==> config.mk <==
export PLATFORM = sky130hd
export DESIGN_NAME = mig_truth_table_gen
export DESIGN_NICKNAME = d
export VERILOG_FILES = /design/src/rtl/mig_pkg.sv /design/src/rtl/mig_truth_table_gen_node_eval.sv /design/src/rtl/mig_truth_table_gen.sv
export SDC_FILE = /design/constraint.sdc
export NUM_CORES = 1
export LEC_CHECK = 0
export CORE_MARGIN = 8
export CORE_UTILIZATION = 60
export CTS_CLUSTER_DIAMETER = 200
export DETAILED_ROUTE_END_ITERATION = 10
export GPL_TIMING_DRIVEN = 0
export PLACE_DENSITY = 0.88
export SYNTH_ARGS = -nofsm -noshare
export SYNTH_HDL_FRONTEND = slang
export SYNTH_SLANG_ARGS = --single-unit
==> constraint.sdc <==
create_clock -name clk -period 11.6 [get_ports clk]
set_clock_uncertainty 0.05 [all_clocks]
set_input_delay 2.32 -clock clk [delete_from_list [all_inputs] [get_ports clk]]
set_output_delay 2.32 -clock clk [all_outputs]
set_load 0.1 [all_outputs]
==> src/rtl/mig_pkg.sv <==
// Shared types, constants and the fanin legality rule
// for the MIG truth-table generator.
package mig_pkg;

  localparam int NUM_IN    = 7;
  localparam int NUM_NODES = 6;
  localparam int SELW      = $clog2(1 + NUM_IN + NUM_NODES);
  localparam int NODEW     = $clog2(NUM_NODES + 1);

  localparam logic [SELW-1:0] SEL_CONST0  = '0;
  localparam logic [SELW-1:0] SEL_IN_BASE = SELW'(1);

  typedef enum logic [1:0] {
    IDLE,
    SWEEP,
    DONE
  } state_t;

  typedef struct packed {
    logic [SELW-1:0] sel_a;
    logic [SELW-1:0] sel_b;
    logic [SELW-1:0] sel_c;
    logic [2:0]      inv;
  } node_cfg_t;

  // Node k sees const 0, inputs and nodes below k only;
  // node index NUM_NODES is the output select.
  function automatic logic sel_is_legal(
    input int              node,
    input logic [SELW-1:0] sel
  );
    return int'(sel) <= NUM_IN + node;
  endfunction

endpackage

==> src/rtl/mig_truth_table_gen_node_eval.sv <==
// One 3-input majority node over the prefix of the
// signal vector it may legally reference.
module mig_node_eval
  import mig_pkg::*;
#(
  parameter int IDX = 0,
  parameter int W   = NUM_IN + 1
) (
  input  logic [W-1:0] sig_i,
  input  node_cfg_t    cfg_i,
  output logic         out_o
);

  function automatic logic pick(
    input logic [W-1:0]    s,
    input logic [SELW-1:0] sel
  );
    logic v;
    v = 1'b0;
    for (int i = 0; i < W; i++)
      if (int'(sel) == i) v = s[i];
    if (!sel_is_legal(IDX, sel)) v = 1'b0;
    return v;
  endfunction

  logic a, b, c;

  assign a = pick(sig_i, cfg_i.sel_a) ^ cfg_i.inv[0];
  assign b = pick(sig_i, cfg_i.sel_b) ^ cfg_i.inv[1];
  assign c = pick(sig_i, cfg_i.sel_c) ^ cfg_i.inv[2];

  assign out_o = (a & b) | (a & c) | (b & c);

endmodule

==> src/rtl/mig_truth_table_gen.sv <==
// Programmable MIG evaluator sweeping all input assignments.
// MIG_COMPL_EN enables fanin/output complement (full MIG).
module mig_truth_table_gen
  import mig_pkg::*;
(
  input  logic                 clk,
  input  logic                 rst_n,
  input  logic                 cfg_we,
  input  logic [NODEW-1:0]     cfg_node,
  input  logic [SELW-1:0]      cfg_sel_a,
  input  logic [SELW-1:0]      cfg_sel_b,
  input  logic [SELW-1:0]      cfg_sel_c,
  input  logic [2:0]           cfg_inv,
  input  logic                 start,
  output logic                 busy,
  output logic                 done,
  output logic                 cfg_err,
  output logic [2**NUM_IN-1:0] tt_out
);

  localparam int TTW   = 2**NUM_IN;
  localparam int FULLW = 1 + NUM_IN + NUM_NODES;

  state_t            state_q, state_d;
  logic [NUM_IN-1:0] cnt_q, cnt_d;
  logic [TTW-1:0]    tt_q, tt_d;
  logic              err_q;

  logic [SELW-1:0] sa_q [NUM_NODES];
  logic [SELW-1:0] sb_q [NUM_NODES];
  logic [SELW-1:0] sc_q [NUM_NODES];
  logic [SELW-1:0] out_sel_q;
  logic            out_inv;
  node_cfg_t       ncfg [NUM_NODES];

  logic wr_node, wr_out, wr_legal, f;
  logic [FULLW-1:0] full;

  assign busy    = (state_q == SWEEP);
  assign done    = (state_q == DONE);
  assign cfg_err = err_q;
  assign tt_out  = tt_q;

  assign wr_node = cfg_we && !busy
                && int'(cfg_node) < NUM_NODES;
  assign wr_out  = cfg_we && !busy
                && int'(cfg_node) == NUM_NODES;

  always_comb begin
    wr_legal = sel_is_legal(int'(cfg_node), cfg_sel_a);
    if (int'(cfg_node) < NUM_NODES)
      wr_legal = wr_legal
              && sel_is_legal(int'(cfg_node), cfg_sel_b)
              && sel_is_legal(int'(cfg_node), cfg_sel_c);
  end

`ifdef MIG_COMPL_EN
  logic [2:0] inv_q [NUM_NODES];
  logic       out_inv_q;

  always_ff @(posedge clk or negedge rst_n) begin
    if (!rst_n) begin
      for (int i = 0; i < NUM_NODES; i++) inv_q[i] <= '0;
      out_inv_q <= 1'b0;
    end else begin
      if (wr_node) inv_q[cfg_node] <= cfg_inv;
      if (wr_out)  out_inv_q <= cfg_inv[0];
    end
  end

  assign out_inv = out_inv_q;

  always_comb
    for (int i = 0; i < NUM_NODES; i++)
      ncfg[i] = '{sa_q[i], sb_q[i], sc_q[i], inv_q[i]};
`else
  logic unused_inv;
  assign unused_inv = ^cfg_inv;
  assign out_inv    = 1'b0;

  always_comb
    for (int i = 0; i < NUM_NODES; i++)
      ncfg[i] = '{sa_q[i], sb_q[i], sc_q[i], 3'b000};
`endif

  always_ff @(posedge clk or negedge rst_n) begin
    if (!rst_n) begin
      for (int i = 0; i < NUM_NODES; i++) begin
        sa_q[i] <= SEL_CONST0;
        sb_q[i] <= SEL_CONST0;
        sc_q[i] <= SEL_CONST0;
      end
      out_sel_q <= SEL_CONST0;
      err_q     <= 1'b0;
    end else begin
      if (wr_node) begin
        sa_q[cfg_node] <= cfg_sel_a;
        sb_q[cfg_node] <= cfg_sel_b;
        sc_q[cfg_node] <= cfg_sel_c;
      end
      if (wr_out) out_sel_q <= cfg_sel_a;
      if ((wr_node || wr_out) && !wr_legal) err_q <= 1'b1;
    end
  end

  // Each stage appends its output to a private copy of the
  // vector so the node chain has no combinational loop.
  for (genvar k = 0; k < NUM_NODES; k++) begin : g_node
    logic [NUM_IN+k:0]   fin;
    logic [NUM_IN+k+1:0] v;
    logic                o;

    if (k == 0) begin : g_first
      assign fin = {cnt_q, 1'b0};
    end else begin : g_rest
      assign fin = g_node[k-1].v;
    end

    mig_node_eval #(
      .IDX (k),
      .W   (NUM_IN + k + 1)
    ) u_eval (
      .sig_i (fin),
      .cfg_i (ncfg[k]),
      .out_o (o)
    );

    assign v = {o, fin};
  end

  assign full = g_node[NUM_NODES-1].v;

  always_comb begin
    f = 1'b0;
    for (int i = 0; i < FULLW; i++)
      if (int'(out_sel_q) == i) f = full[i];
    f = f ^ out_inv;
  end

  always_comb begin
    state_d = state_q;
    cnt_d   = cnt_q;
    tt_d    = tt_q;
    unique case (state_q)
      IDLE: if (start) begin
        state_d = SWEEP;
        cnt_d   = '0;
        tt_d    = '0;
      end
      SWEEP: begin
        tt_d[cnt_q] = f;
        cnt_d       = cnt_q + 1'b1;
        if (&cnt_q) state_d = DONE;
      end
      DONE:    state_d = IDLE;
      default: state_d = IDLE;
    endcase
  end

  always_ff @(posedge clk or negedge rst_n) begin
    if (!rst_n) begin
      state_q <= IDLE;
      cnt_q   <= '0;
      tt_q    <= '0;
    end else begin
      state_q <= state_d;
      cnt_q   <= cnt_d;
      tt_q    <= tt_d;
    end
  end

endmodule

# After elaboration in Yosys (flattened, before gate mapping)

Cells that the tools add are included.

$add $sub $neg: 2
Magnitude comparators: 26
Equal/unequal tests: 189
Multiplexer cells: 218
Bitwise logic cells: 31
Reduce and logical (&&, ||, !) cells: 16

Operator list:

| cell                                                                                 | count |
|---|---|
| 4-bit equality test (second input constant)                                          | 122 |
| 128-bit one-hot mux with 2 select lines                                              | 1 |
| 1-bit two-way mux                                                                    | 204 |
| 4-bit by 3-bit equality test with 1-bit output (second input constant)               | 43 |
| 128-bit bitwise mux                                                                  | 1 |
| 128-bit two-way mux                                                                  | 1 |
| 4-bit by 2-bit equality test with 1-bit output (second input constant)               | 19 |
| 24-bit bitwise mux                                                                   | 3 |
| 5-bit by 32-bit less-or-equal comparator with 1-bit output                           | 2 |
| 4-bit less-or-equal comparator (second input constant)                               | 15 |
| 1-bit AND                                                                            | 18 |
| 7-bit one-hot mux with 2 select lines                                                | 1 |
| 4-bit demux with 3-bit select                                                        | 1 |
| 4-bit by 3-bit less-or-equal comparator with 1-bit output (second input constant)    | 3 |
| 1-bit bitwise OR                                                                     | 12 |
| 1-bit logical AND                                                                    | 8 |
| 7-bit by 8-bit < comparator with 1-bit output (second input constant)                | 1 |
| 7-bit by 1-bit adder with 7-bit output (second input constant)                       | 1 |
| 1-bit demux with 7-bit select                                                        | 1 |
| 7-bit by 1-bit greater-or-equal comparator with 1-bit output (second input constant) | 1 |
| 7-bit two-way mux                                                                    | 1 |
| 7-bit AND reduction                                                                  | 1 |
| 3-bit by 3-bit adder with 4-bit output (first input constant)                        | 1 |
| 4-bit greater-or-equal comparator (second input constant)                            | 1 |
| other kinds (17)                                                                     | 20 |

Bits in registers: 214
Bits of input ports: 22
Output and inout bits: 131

# Longest topological paths before layout

Depth in word-level cells: 40
Gate-level depth with buffers: 18
Gate-level depth less buffers: 14

# Modules after synthesis

From an unflattened synthesis, not the netlist that was laid out.

Cell total of the unflattened synthesis: 995
Area, all modules: 11389.7 µm²

Modules (own cells, without submodules):

| module                           | times used | cells each | area each (µm²) | sequential area each (µm²) |
|---|---|---|---|---|
| mig_truth_table_gen              | 1          | 780        | 9377.7          | 5355.1 |
| mig_node_eval (g_node[5].u_eval) | 1          | 42         | 390.4           | 0.0 |
| mig_node_eval (g_node[3].u_eval) | 1          | 38         | 379.1           | 0.0 |
| mig_node_eval (g_node[4].u_eval) | 1          | 41         | 357.8           | 0.0 |
| mig_node_eval (g_node[1].u_eval) | 1          | 37         | 320.3           | 0.0 |
| mig_node_eval (g_node[2].u_eval) | 1          | 34         | 316.6           | 0.0 |
| mig_node_eval (g_node[0].u_eval) | 1          | 23         | 247.7           | 0.0 |

# Worst setup path after synthesis

No wires, ideal clock.

Kind: reg2reg
Start: register cnt_q[2]
End: register tt_q[108] (netlist: tt_out[108])
Library setup time: 0.130 ns
Arrival time: 4.057 ns
Required time: 11.420 ns
Slack: 7.364 ns
Cell stages (with the launch flop): 19
Period minus slack after synthesis: 4.236 ns
Cell sequence: dfrtp_1 buf_2 mux4_2 nor2_1 a311oi_1 maj3_4 o21bai_1 a21o_1 buf_4 a41oi_4 maj3_4 a22o_4 and3b_1 or2_1 o211ai_2 a21oi_2 buf_4 buf_2 o41ai_2

Cells in the longest elaborated chain, start to end: 37
Elaborated cells between the ends (all ways): 201
Classes of those cells: order compare: 2; mux: 168; bitwise: 30; reduce/logical: 1

Ends and longest elaborated chain:

| what                                        | line                                | source |
|---|---|---|
| start, declared                             | mig_truth_table_gen.sv:25           | `logic [NUM_IN-1:0] cnt_q, cnt_d;` |
| start signal, assigned                      | mig_truth_table_gen.sv:167          | `cnt_q <= cnt_d;` |
| 1-bit two-way mux (5 in a row)              | mig_truth_table_gen_node_eval.sv:21 | `if (int'(sel) == i) v = s[i];` |
| 1-bit two-way mux                           | mig_truth_table_gen_node_eval.sv:22 | `if (!sel_is_legal(IDX, sel)) v = 1'b0;` |
| 1-bit AND                                   | mig_truth_table_gen_node_eval.sv:32 | `assign out_o = (a & b) \| (a & c) \| (b & c);` |
| 1-bit bitwise OR (2 in a row)               | mig_truth_table_gen_node_eval.sv:32 |  |
| 1-bit two-way mux                           | mig_truth_table_gen_node_eval.sv:21 |  |
| 1-bit two-way mux                           | mig_truth_table_gen_node_eval.sv:22 |  |
| 1-bit AND                                   | mig_truth_table_gen_node_eval.sv:32 |  |
| 1-bit bitwise OR (2 in a row)               | mig_truth_table_gen_node_eval.sv:32 |  |
| (+13 left out)                              | -                                   |  |
| 1-bit bitwise OR (2 in a row)               | mig_truth_table_gen_node_eval.sv:32 |  |
| 1-bit two-way mux                           | mig_truth_table_gen_node_eval.sv:21 |  |
| 1-bit two-way mux                           | mig_truth_table_gen_node_eval.sv:22 |  |
| 1-bit AND                                   | mig_truth_table_gen_node_eval.sv:32 |  |
| 1-bit bitwise OR (2 in a row)               | mig_truth_table_gen_node_eval.sv:32 |  |
| 1-bit two-way mux                           | mig_truth_table_gen.sv:136          | `if (int'(out_sel_q) == i) f = full[i];` |
| 128-bit bitwise mux (*)                     | mig_truth_table_gen.sv:151          | `tt_d[cnt_q] = f;` |
| 128-bit one-hot mux with 2 select lines (*) | mig_truth_table_gen.sv:144          | `unique case (state_q)` |
| end signal, assigned                        | mig_truth_table_gen.sv:168          | `tt_q <= tt_d;` |
| end, declared                               | mig_truth_table_gen.sv:26           | `logic [TTW-1:0] tt_q, tt_d;` |

Mark *: on every way between the ends. The rest lies on a longest branch, timed or not.
A chain may end at the register's enable or synchronous reset.

# Worst setup path after layout

Start: register cnt_q[2]
End: register tt_q[115] (netlist: tt_out[115])

The elaborated chain is that of the path after synthesis.

==> results summary <==
The run finished with clean final reports. From synthesis to final layout, the design area changed by 21.6%. The initial DRC count is 1296. The height of the die came out at 157 um. The peak clock frequency supported by timing is 186 MHz. For this run, the detailed router's first-pass iteration total came to 7.

Setup repair after global routing left no endpoint under its margin. Of the post-synthesis cell area, the dominant cell type holds 0.447. The vias per cell came out at 6.85. At the pin with the least slew margin, the transition time is 1.30 ns.

The wire length of the first global-routing pass came out at 60400 um. Synthesis produced 1184 cells. Setup slack closes at 6.21 ns. The full die area is 24700 um^2.

The maximum clock path buffer count came out at 3. The number of H-tree levels came out at 1. Once placement finished, the instance area stood at 13800 um^2.

Counting flops and latches in the post-synthesis netlist gives 214. For this design, the slowest cell found on the critical path is sky130_fd_sc_hd__a21oi_2. CTS saw 214 sinks. The layout filler cell count came out at 1281.

The maximum fanout count along the critical path is 10. The final-report max-slew violation count is 0. In this run, post-CTS hold repair placed 0 buffers. The total wire length is 38100 um. In this run the count of I/O pins placed on the die edge is 153. The core region area is 19500 um^2. The count of input and output buffers is 148. The power density over the cells came out at 202 nW/um^2.

The cell family contributing the most delay on the critical path is compound AO/OA/AOI/OAI gates. The post-cts repair resize count is 0. In this run the tightest slew margin relative to its limit is 0.126. The total clock buffers created by CTS is 23. The number of setup violations in the final report is 0. The fraction of synthesis flops using an asynchronous set or reset pin is 1.00. Together, buffers and inverters on the worst path number 3.

The sum of net half-perimeters after detailed placement came out at 25100 um. For this run, the register share of the synthesized area comes to 0.447. The number of antenna diodes in the final layout is 0.

The number of different library cells in the post-synthesis netlist came out at 71. The shortest clock period the worst path allows after layout came out at 5.39 ns. The area occupied by registers is 5360 um^2.

The post-CTS setup buffer count came out at 0. The number of enable-type register cells in the synthesized netlist came out at 0. The count of nets left with antenna violations after detail routing is 0. The number of vias in the routed layout is 11226. The final weighted congestion in routability-driven placement came out at 0.902. In the synthesized netlist the dominant register cell turns out to be sky130_fd_sc_hd__dfrtp_1.

The worst setup path is of the reg2reg kind. The layout cell share with drive strength beyond 1 came out at 0.150. The post-synthesis cell type with the largest combined area is sky130_fd_sc_hd__dfrtp_1. Yosys attributes the largest share of cell area to sky130_fd_sc_hd__dfrtp_1 45%, sky130_fd_sc_hd__mux2_2 6.9%, sky130_fd_sc_hd__o41ai_1 6.4%, sky130_fd_sc_hd__nand3_1 5.8%, sky130_fd_sc_hd__nand2_1 5.6%. The type of element capturing the critical path is a register. Entering global routing, the biggest net connects 109 pins. The worst endpoint required time came out at 11.94 ns. Prior to clock tree synthesis, the placed netlist has a worst setup slack of 6.41 ns. The number of antenna violations at the first check in global routing came to 2.

The final-stage net count is 1396. The floorplan has 51 rows. The leakage power total is 5.93 nW. The total power is 2.94 mW. The final cell area excluding filler cells came out at 14600 um^2. After detailed routing, the number of remaining DRC violations is 0. STA classifies the critical path startpoint as a register. The die span in x came out at 157 um. The average cell area after synthesis is 10.1 um^2. The via count of the first global-routing pass came out at 11248. The routed wirelength normalized by instance count is 23.2 um. The number of nets in the synthesized netlist came out at 1221. The total track usage is 0.307. At the end of the flow the core is filled with cells to 0.746.

The path class of the tightest hold or removal check is reg2reg. In the final layout, the multi-input gates occupy 6100 um^2. The maximum cell stage delay along the critical path came out at 0.69 ns. The mapped cell area is 12000 um^2.

The worst ir drop on vdd came out at 0.000125 V. The max-capacitance violation count is 0. The TritonCTS clock tree is built. The clock insertion delay at the later pin of the skew report came out at 0.51 ns. After clock tree synthesis, the clock-pin slew on the worst setup and hold paths is 0.06 ns. The Yosys warning count is 0. The critical path goes through buf_2 > mux4_2 > nor2_1 > a311oi_1 > maj3_4 > o21ai_4 > a41oi_4 > maj3_4 > a22o_4 > o21ai_1 > or2_1 > o211ai_2 > a21oi_2 > buf_4 > buf_2 > o41ai_2.

The data arrival time of the worst path is 5.72 ns. The final number of hold-violating endpoints is 0. The global route total overflow came out at 0. The worst hold slack across all endpoints came out at 0.422 ns.

CTS placed an instance of sky130_fd_sc_hd__clkbuf_16 at the clock tree root. The starting density of the core is 0.614. The share of the clock period used by the worst path after layout came out at 0.464.
[through the flow]
stage	TNS (ns)	instances
5_1_grt	0	1638
3_3_place_gp	-160.19	1597
4_1_cts	0	1638
2_1_floorplan	0	1184
6_report	0	1638
3_5_place_dp	0	1599
[report_power, final]
part | internal [mW] | total, mW | switching (mW)
logic | 0.385 | 1.27 | 0.888
clock network | 0.431 | 0.737 | 0.306
registers | 0.835 | 0.932 | 0.0975
[cell families after synthesis]
group / after synthesis / synth area share
AO/OA/AOI/OAI: 268 / 0.201
XOR/XNOR: 1 / 0.000731
adder cells (fa/ha/maj): 17 / 0.0180
buffers and inverters: 126 / 0.0443
flip-flops: 214 / 0.447
multiplexers: 104 / 0.114
AND/OR/NAND/NOR: 454 / 0.175
[metal layers]
| layer | up-vias | GRT usage | part of all wire |
|---|---|---|---|
| li1 | 4819 | - | - |
| met1 | 5528 | 0.376 | 0.37 |
| met2 | 728 | 0.491 | 0.47 |
| met3 | 147 | 0.0938 | 0.11 |
| met4 | 4 | 0.145 | 0.046 |
| met5 | - | 0 | 0.00074 |
[synth_stat cells (10+ instances only)]
cell                       instances
sky130_fd_sc_hd__dfrtp_1         214
sky130_fd_sc_hd__buf_1            10
sky130_fd_sc_hd__mux4_2           19
sky130_fd_sc_hd__nor3_1           19
sky130_fd_sc_hd__nand2b_1         12
sky130_fd_sc_hd__o41ai_1          88
sky130_fd_sc_hd__a21oi_1          31
sky130_fd_sc_hd__mux2i_1          12
sky130_fd_sc_hd__nand2_1         179
sky130_fd_sc_hd__ha_1             15
sky130_fd_sc_hd__mux2_2           73
sky130_fd_sc_hd__inv_1            23
sky130_fd_sc_hd__clkbuf_1         69
sky130_fd_sc_hd__buf_2            15
sky130_fd_sc_hd__nand3_1         140
sky130_fd_sc_hd__o21ai_0          38
sky130_fd_sc_hd__nor2_1           58
sky130_fd_sc_hd__o41ai_2          39
[state kept, by name, indices dropped and copies added (netlist names)]
| signal | cells |
|---|---|
| ncfg | 72 |
| state_q | 2 |
| tt_out | 128 |
| cnt_q | 7 |
| out_sel_q | 4 |
| cfg_err | 1 |
[placed cells by master, fill, tap and decap left out, types with 6 or more instances in the layout]
master / count
sky130_fd_sc_hd__a211oi_1: 7
sky130_fd_sc_hd__a21oi_1: 31
sky130_fd_sc_hd__a22o_1: 6
sky130_fd_sc_hd__a31oi_1: 9
sky130_fd_sc_hd__buf_1: 10
sky130_fd_sc_hd__buf_2: 15
sky130_fd_sc_hd__buf_4: 6
sky130_fd_sc_hd__clkbuf_1: 75
sky130_fd_sc_hd__clkbuf_16: 23
sky130_fd_sc_hd__clkdlybuf4s50_1: 147
sky130_fd_sc_hd__dfrtp_1: 214
sky130_fd_sc_hd__ha_1: 15
sky130_fd_sc_hd__inv_1: 23
sky130_fd_sc_hd__mux2_2: 73
sky130_fd_sc_hd__mux2i_1: 12
sky130_fd_sc_hd__mux4_2: 19
sky130_fd_sc_hd__nand2_1: 179
sky130_fd_sc_hd__nand2b_1: 12
sky130_fd_sc_hd__nand3_1: 140
sky130_fd_sc_hd__nor2_1: 58
sky130_fd_sc_hd__nor2b_1: 9
sky130_fd_sc_hd__nor3_1: 19
sky130_fd_sc_hd__nor3b_1: 6
sky130_fd_sc_hd__o21ai_0: 38
sky130_fd_sc_hd__o41ai_1: 88
sky130_fd_sc_hd__o41ai_2: 39
[worst reg2reg max path: stages, from the launching register on]
cell and delay [ns]:
sky130_fd_sc_hd__dfrtp_1 0.39, sky130_fd_sc_hd__buf_2 0.21, sky130_fd_sc_hd__mux4_2 0.47, sky130_fd_sc_hd__nor2_1 0.10, sky130_fd_sc_hd__a311oi_1 0.06, sky130_fd_sc_hd__maj3_4 0.41
sky130_fd_sc_hd__o21ai_4 0.42, sky130_fd_sc_hd__a41oi_4 0.27, sky130_fd_sc_hd__maj3_4 0.46, sky130_fd_sc_hd__a22o_4 0.27, sky130_fd_sc_hd__o21ai_1 0.32, sky130_fd_sc_hd__or2_1 0.21
sky130_fd_sc_hd__o211ai_2 0.15, sky130_fd_sc_hd__a21oi_2 0.69, sky130_fd_sc_hd__buf_4 0.34, sky130_fd_sc_hd__buf_2 0.32, sky130_fd_sc_hd__o41ai_2 0.12
[layout make-up]
type / instances / area share
well taps: 265 / 0.0228
multi-input cells: 844 / 0.419
clock buffers: 29 / 0.0410
plain buffers: 103 / 0.0305
inverters: 23 / 0.00592
clock inverters: 10 / 0.00919
flip-flops and latches: 214 / 0.367
repair buffers: 150 / 0.104
[worst paths after layout]
kind / from / endpoint / slack, ns / cells after the start
max: cnt_q[2] / tt_out[115] / 6.21 / 16
min: cfg_err / cfg_err / 0.42 / 1
max reg2reg: cnt_q[2] / tt_out[115] / 6.21 / 16
min reg2reg: cfg_err / cfg_err / 0.42 / 1
max in group asynchronous: rst_n / tt_out[104] / 8.68 / 2
min in group asynchronous: rst_n / ncfg[29] / 1.83 / 1
Power figures use the tool's default switching activity.
==> patch 1: new RTL, same settings <==
Change the package constant `NUM_NODES` from 6 to 3.
--- a/src/rtl/mig_pkg.sv
+++ b/src/rtl/mig_pkg.sv
@@ -3,7 +3,7 @@
 package mig_pkg;
 
   localparam int NUM_IN    = 7;
-  localparam int NUM_NODES = 6;
+  localparam int NUM_NODES = 3;
   localparam int SELW      = $clog2(1 + NUM_IN + NUM_NODES);
   localparam int NODEW     = $clog2(NUM_NODES + 1);
 
Ports: changed (resized cfg_node); port bits go from 153 to 152. No check against the original RTL was run, so the function may have changed too.
==> patch 1 against the original RTL <==
  * Area after synthesis shrank 21%
  * Wire length fell by 16%
  * Hold slack better by 0.023 ns
  * Setup slack better by 0.56 ns
  * Design area is 19% lower
  * Sequential cell count shrank 36
Power is not compared: it rests on default switching activity, and its combinational part moved more than twofold at a synthesized area within 25%.
==> patch 1: results (changes against the original RTL) <==
Logic synthesis:
- Largest cells by area after synthesis: sky130_fd_sc_hd__dfrtp_1 (47%), sky130_fd_sc_hd__nand3_1 (13%), sky130_fd_sc_hd__nand2_1 (6.4%) (was sky130_fd_sc_hd__dfrtp_1 (45%), sky130_fd_sc_hd__mux2_2 (6.9%), sky130_fd_sc_hd__o41ai_1 (6.4%)).
- Commonest cells in the netlist: sky130_fd_sc_hd__nand3_1 (253), sky130_fd_sc_hd__dfrtp_1 (178), sky130_fd_sc_hd__nand2_1 (162), sky130_fd_sc_hd__o21ai_0 (104), sky130_fd_sc_hd__clkbuf_1 (72) (was sky130_fd_sc_hd__dfrtp_1 (214), sky130_fd_sc_hd__nand2_1 (179), sky130_fd_sc_hd__nand3_1 (140), sky130_fd_sc_hd__o41ai_1 (88), sky130_fd_sc_hd__mux2_2 (73)).
- The count of unique library cells instantiated by Yosys is 49 (was 71).
- The cell with the most instances after synthesis is sky130_fd_sc_hd__nand3_1 (was sky130_fd_sc_hd__dfrtp_1).
- The share of the yosys chip area belonging to registers is 0.469 (was 0.447).
- The number of nets produced by synthesis is 1104 (was 1221).

Global route:
- The met2 global-route usage is 0.498 (was 0.491).

Route:
- The length of the first detailed-routing pass in iterations came to 6 (was 7).
- The mean routed wirelength per cell is 21.9 µm (was 23.2 µm).
- The DRC marker count from the first detailed-route iteration is 1556 (was 1296).
- The total routed wirelength was 32000 µm (was 38100 µm).
- The highest layer used for signal routing is met4 (was met5).

Clock network:
- The clock insertion delay at the later pin of the skew report is 0.44 ns (was 0.51 ns).
- The number of clock buffers inserted by TritonCTS was 17 (was 23).
- The number of H-tree levels is 4 (was 1).
- The maximum clock insertion buffer count was 2 (was 3).

Worst setup path:
- The count of cells along the worst register-to-register path is 11 (was 16).
- The master of the slowest instance on the critical path is sky130_fd_sc_hd__clkdlybuf4s50_1 (was sky130_fd_sc_hd__a21oi_2).
- The data arrival time of the critical path is 2.45 ns (was 5.72 ns).
- The largest incremental delay on the critical path is 1.22 ns (was 0.69 ns).
- The cell family contributing the most delay on the critical path was buffers and inverters (was compound AO/OA/AOI/OAI gates).
- The endpoint of the most critical register-to-register path is tt_out[91]$_DFFE_PN0P_ (was tt_out[115]$_DFFE_PN0P_).

Hold path:
- The endpoint of the worst hold path is tt_out[124]$_DFFE_PN0P_ (was cfg_err$_DFFE_PN0P_).
- The launch instance of the worst min-delay path was tt_out[124]$_DFFE_PN0P_ (was cfg_err$_DFFE_PN0P_).

Place:
- The weighted congestion reported at the end of routability-driven placement was 0.911 (was 0.902).
- The total placed instance area came to 11300 µm² (was 13800 µm²).
- The minimum setup slack after placement is 6.82 ns (was 6.41 ns).

Run status:
- Status: completed (unchanged).

Finish:
- The final net count was 1272 (was 1396).
- The fraction of final layout cells sized beyond drive strength 1 is 0.108 (was 0.150).
- The combined flip-flop and latch cell area is 4450 µm² (was 5360 µm²).

STA:
- The actual transition at the worst max-transition pin is 1.04 ns (was 1.30 ns).
- The final worst hold slack was 0.445 ns (was 0.422 ns).
==> patch 1: cell count changes in the layout (fill, tap and decap cells not counted), sizes merged, moves of 13 or more <==
cell	change
dfrtp	-36
mux2	-40
nand2	-17
nand3	+113
nor2	-33
nor3	-13
o21ai	+108
o41ai	-127
==> patch 1: final cells by class <==
class                           count  share of cell area
Sequential cell                   178               0.375
Clock inverter                     12              0.0131
Timing Repair Buffer              149               0.127
Buffer                            103              0.0412
Inverter                           13             0.00411
Tap cell                          216              0.0228
Multi-Input combinational cell    771               0.379
Clock buffer                       20              0.0376
==> patch 1: kinds of logic after synthesis <==
family | Yosys count | share of synthesized area
AND/OR/NAND/NOR | 492 | 0.244
AO/OA/AOI/OAI | 205 | 0.130
flip-flops | 178 | 0.469
adder cells (fa/ha/maj) | 20 | 0.0261
buffers and inverters | 116 | 0.0567
multiplexers | 54 | 0.0745
==> patch 1: power by group through the flow <==
| stage | Clock [µW] | Combinational [µW] | Sequential [µW] |
|---|---|---|---|
| 2_1_floorplan | 0 | 9.31 | 632 |
| 3_3_place_gp | 0 | 32.7 | 633 |
| 3_5_place_dp | 0 | 35.6 | 632 |
| 4_1_cts | 598 | 35.5 | 621 |
| 5_1_grt | 624 | 39.3 | 620 |
| 6_report | 599 | 35.3 | 620 |
==> patch 1: worst max-delay path by stage <==
stage	from	end	slack, ns	cells after the start
after CTS	state_q[1]$_DFFE_PN0P_	busy	6.80	3
after detailed placement	cfg_node[0]	cfg_err$_DFFE_PN0P_	6.82	11
after floorplan	state_q[0]$_DFFE_PN0P_	done	7.51	1
after global placement	rst_n	tt_out[36]$_DFFE_PN0P_	0.93	1
final	state_q[1]$_DFFE_PN0P_	busy	6.78	3
after global routing	state_q[1]$_DFFE_PN0P_	busy	6.71	3
==> patch 2: new RTL, same settings <==
Without the edit above. Put a register stage on the output `done`, with the module's reset. The value now appears one clock later. The other outputs are not delayed to match.
--- a/src/rtl/mig_truth_table_gen.sv
+++ b/src/rtl/mig_truth_table_gen.sv
@@ -37,7 +37,13 @@
   logic [FULLW-1:0] full;
 
   assign busy    = (state_q == SWEEP);
-  assign done    = (state_q == DONE);
+  always_ff @(posedge clk or negedge rst_n) begin
+    if (!rst_n) begin
+      done <= '0;
+    end else begin
+      done <= (state_q == DONE);
+    end
+  end
   assign cfg_err = err_q;
   assign tt_out  = tt_q;
 
Formal check against the unedited RTL: same outputs for any inputs over 4 cycles, from zero or initial values and one cycle with rst_n low; that may be too few to reach the edited logic, so the function may still have changed.
==> patch 2 against the original RTL <==
  * Area after synthesis shrank 2.6%
  * First-iteration DRC count is 3.5% lower
  * Via count down 2.7%
  * Highest routed layer is now met4
  * Critical path depth rose by 2
  * Synthesized cell count decreased by 6.3%
  * Design area down 1.8%
  * Cell count decreased by 4.5%
  * Sequential cell count up 1
  * Non-clock buffer count up 8
  * Setup slack improved by 0.080 ns
  * Wire length rose by 2.3%
Power is not compared: it rests on default switching activity, and its combinational part moved more than twofold at a synthesized area within 25%.
==> patch 2: results (changes against the original RTL) <==
Place:
- The total placed instance area was 13500 µm² (was 13800 µm²).
- The weighted congestion reported at the end of routability-driven placement came to 0.934 (was 0.902).
- The post-detailed-placement half-perimeter wirelength is 26100 µm (was 25100 µm).

Logic synthesis:
- The number of nets produced by synthesis is 1147 (was 1221).
- The share of the yosys chip area belonging to registers is 0.461 (was 0.447).
- The share of synthesized cell area in full adder, half adder and majority cells came to 0.0180 (about the same).
- The post-synthesis share of cell area spent on xor and xnor gates is 0.000750 (was 0.000731).
- Commonest cells in the netlist: sky130_fd_sc_hd__dfrtp_1 (215), sky130_fd_sc_hd__o211ai_1 (133), sky130_fd_sc_hd__o31ai_1 (125), sky130_fd_sc_hd__mux2_2 (77), sky130_fd_sc_hd__clkbuf_1 (75) (was sky130_fd_sc_hd__dfrtp_1 (214), sky130_fd_sc_hd__nand2_1 (179), sky130_fd_sc_hd__nand3_1 (140), sky130_fd_sc_hd__o41ai_1 (88), sky130_fd_sc_hd__mux2_2 (73)).
- Largest cells by area after synthesis: sky130_fd_sc_hd__dfrtp_1 (46%), sky130_fd_sc_hd__o211ai_1 (8.6%), sky130_fd_sc_hd__o31ai_1 (8.0%) (was sky130_fd_sc_hd__dfrtp_1 (45%), sky130_fd_sc_hd__mux2_2 (6.9%), sky130_fd_sc_hd__o41ai_1 (6.4%)).
- The count of unique library cells instantiated by Yosys was 79 (was 71).
- The post-synthesis compound-gate area fraction came to 0.263 (was 0.201).

Worst setup path:
- The endpoint of the worst setup timing path is tt_out[71]$_DFFE_PN0P_ (was tt_out[115]$_DFFE_PN0P_).
- The origin of the critical flop-to-flop path is cnt_q[5]$_DFFE_PN0P_ (was cnt_q[2]$_DFFE_PN0P_).
- The data arrival time of the critical path is 5.70 ns (was 5.72 ns).
- The largest incremental delay on the critical path came to 0.53 ns (was 0.69 ns).
- The endpoint of the most critical register-to-register path is tt_out[71]$_DFFE_PN0P_ (was tt_out[115]$_DFFE_PN0P_).
- The master of the slowest instance on the critical path is sky130_fd_sc_hd__a221oi_2 (was sky130_fd_sc_hd__a21oi_2).

Route:
- The DRC marker count from the first detailed-route iteration is 1250 (was 1296).
- The via count of the routed design is 10900 (was 11200).
- The length of the first detailed-routing pass in iterations is 5 (was 7).
- The mean routed wirelength per cell is 24.9 µm (was 23.2 µm).

Hold path:
- The endpoint of the worst hold path is ncfg[55]$_DFFE_PN0P_ (was cfg_err$_DFFE_PN0P_).
- The worst hold path cell count came to 1 (unchanged).

Finish:
- The count of filler cells inserted in the layout is 1332 (was 1281).
- The final net count is 1321 (was 1396).
- The fraction of final layout cells sized beyond drive strength 1 was 0.146 (was 0.150).

STA:
- The relative slew slack is 0.276 (was 0.126).

Run status:
- Status: completed (unchanged).

Clock network:
- The clock insertion delay at the later pin of the skew report is 0.53 ns (was 0.51 ns).

Global route:
- The first-pass GRT wire length is 60700 µm (was 60400 µm).
- The largest net degree at the start of global routing was 112 (was 109).
## patch 2: changes by cell type after synthesis, moves of 17 or more
cell	change
sky130_fd_sc_hd__nand2_1	-111
sky130_fd_sc_hd__nand3_1	-116
sky130_fd_sc_hd__nor2_1	-17
sky130_fd_sc_hd__o211ai_1	+131
sky130_fd_sc_hd__o31ai_1	+125
sky130_fd_sc_hd__o41ai_1	-87
sky130_fd_sc_hd__o41ai_2	-38
## patch 2: metal layers
| metal | track usage | wire, µm | vias to the layer above |
|---|---|---|---|
| met5 | 0 | 0 | - |
| met4 | 0.192 | 2250 | 0 |
| met3 | 0.0824 | 4450 | 168 |
| met2 | 0.510 | 18100 | 764 |
| met1 | 0.385 | 14100 | 5362 |
| li1 | - | - | 4634 |
## patch 2: through the flow
step | cells | hold WS [ns] | setup slack, ns
floorplan | 1110 | 0.422 | 7.41
global placement | 1523 | 0.404 | -0.874
detailed placement | 1524 | 0.408 | 6.42
CTS | 1565 | 0.469 | 6.42
global route | 1565 | 0.487 | 6.02
finish | 1565 | 0.469 | 6.29
## patch 2: layout make-up
cell class | count | area, µm² | area share
clock inverters | 9 | 114 | 0.00795
well taps | 265 | 332 | 0.0232
multi-input cells | 760 | 5710 | 0.399
repair buffers | 149 | 1510 | 0.106
clock buffers | 32 | 679 | 0.0475
inverters | 23 | 86.3 | 0.00603
plain buffers | 112 | 495 | 0.0346
flip-flops and latches | 215 | 5380 | 0.376
## patch 2: power by group through the flow
stage | registers (µW) | logic [µW] | clock network [µW]
floorplan | 764 | 11.7 | 0
global placement | 764 | 42.7 | 0
detailed placement | 764 | 45.0 | 0
CTS | 750 | 45.4 | 774
global route | 749 | 50.4 | 804
finish | 750 | 45.0 | 774
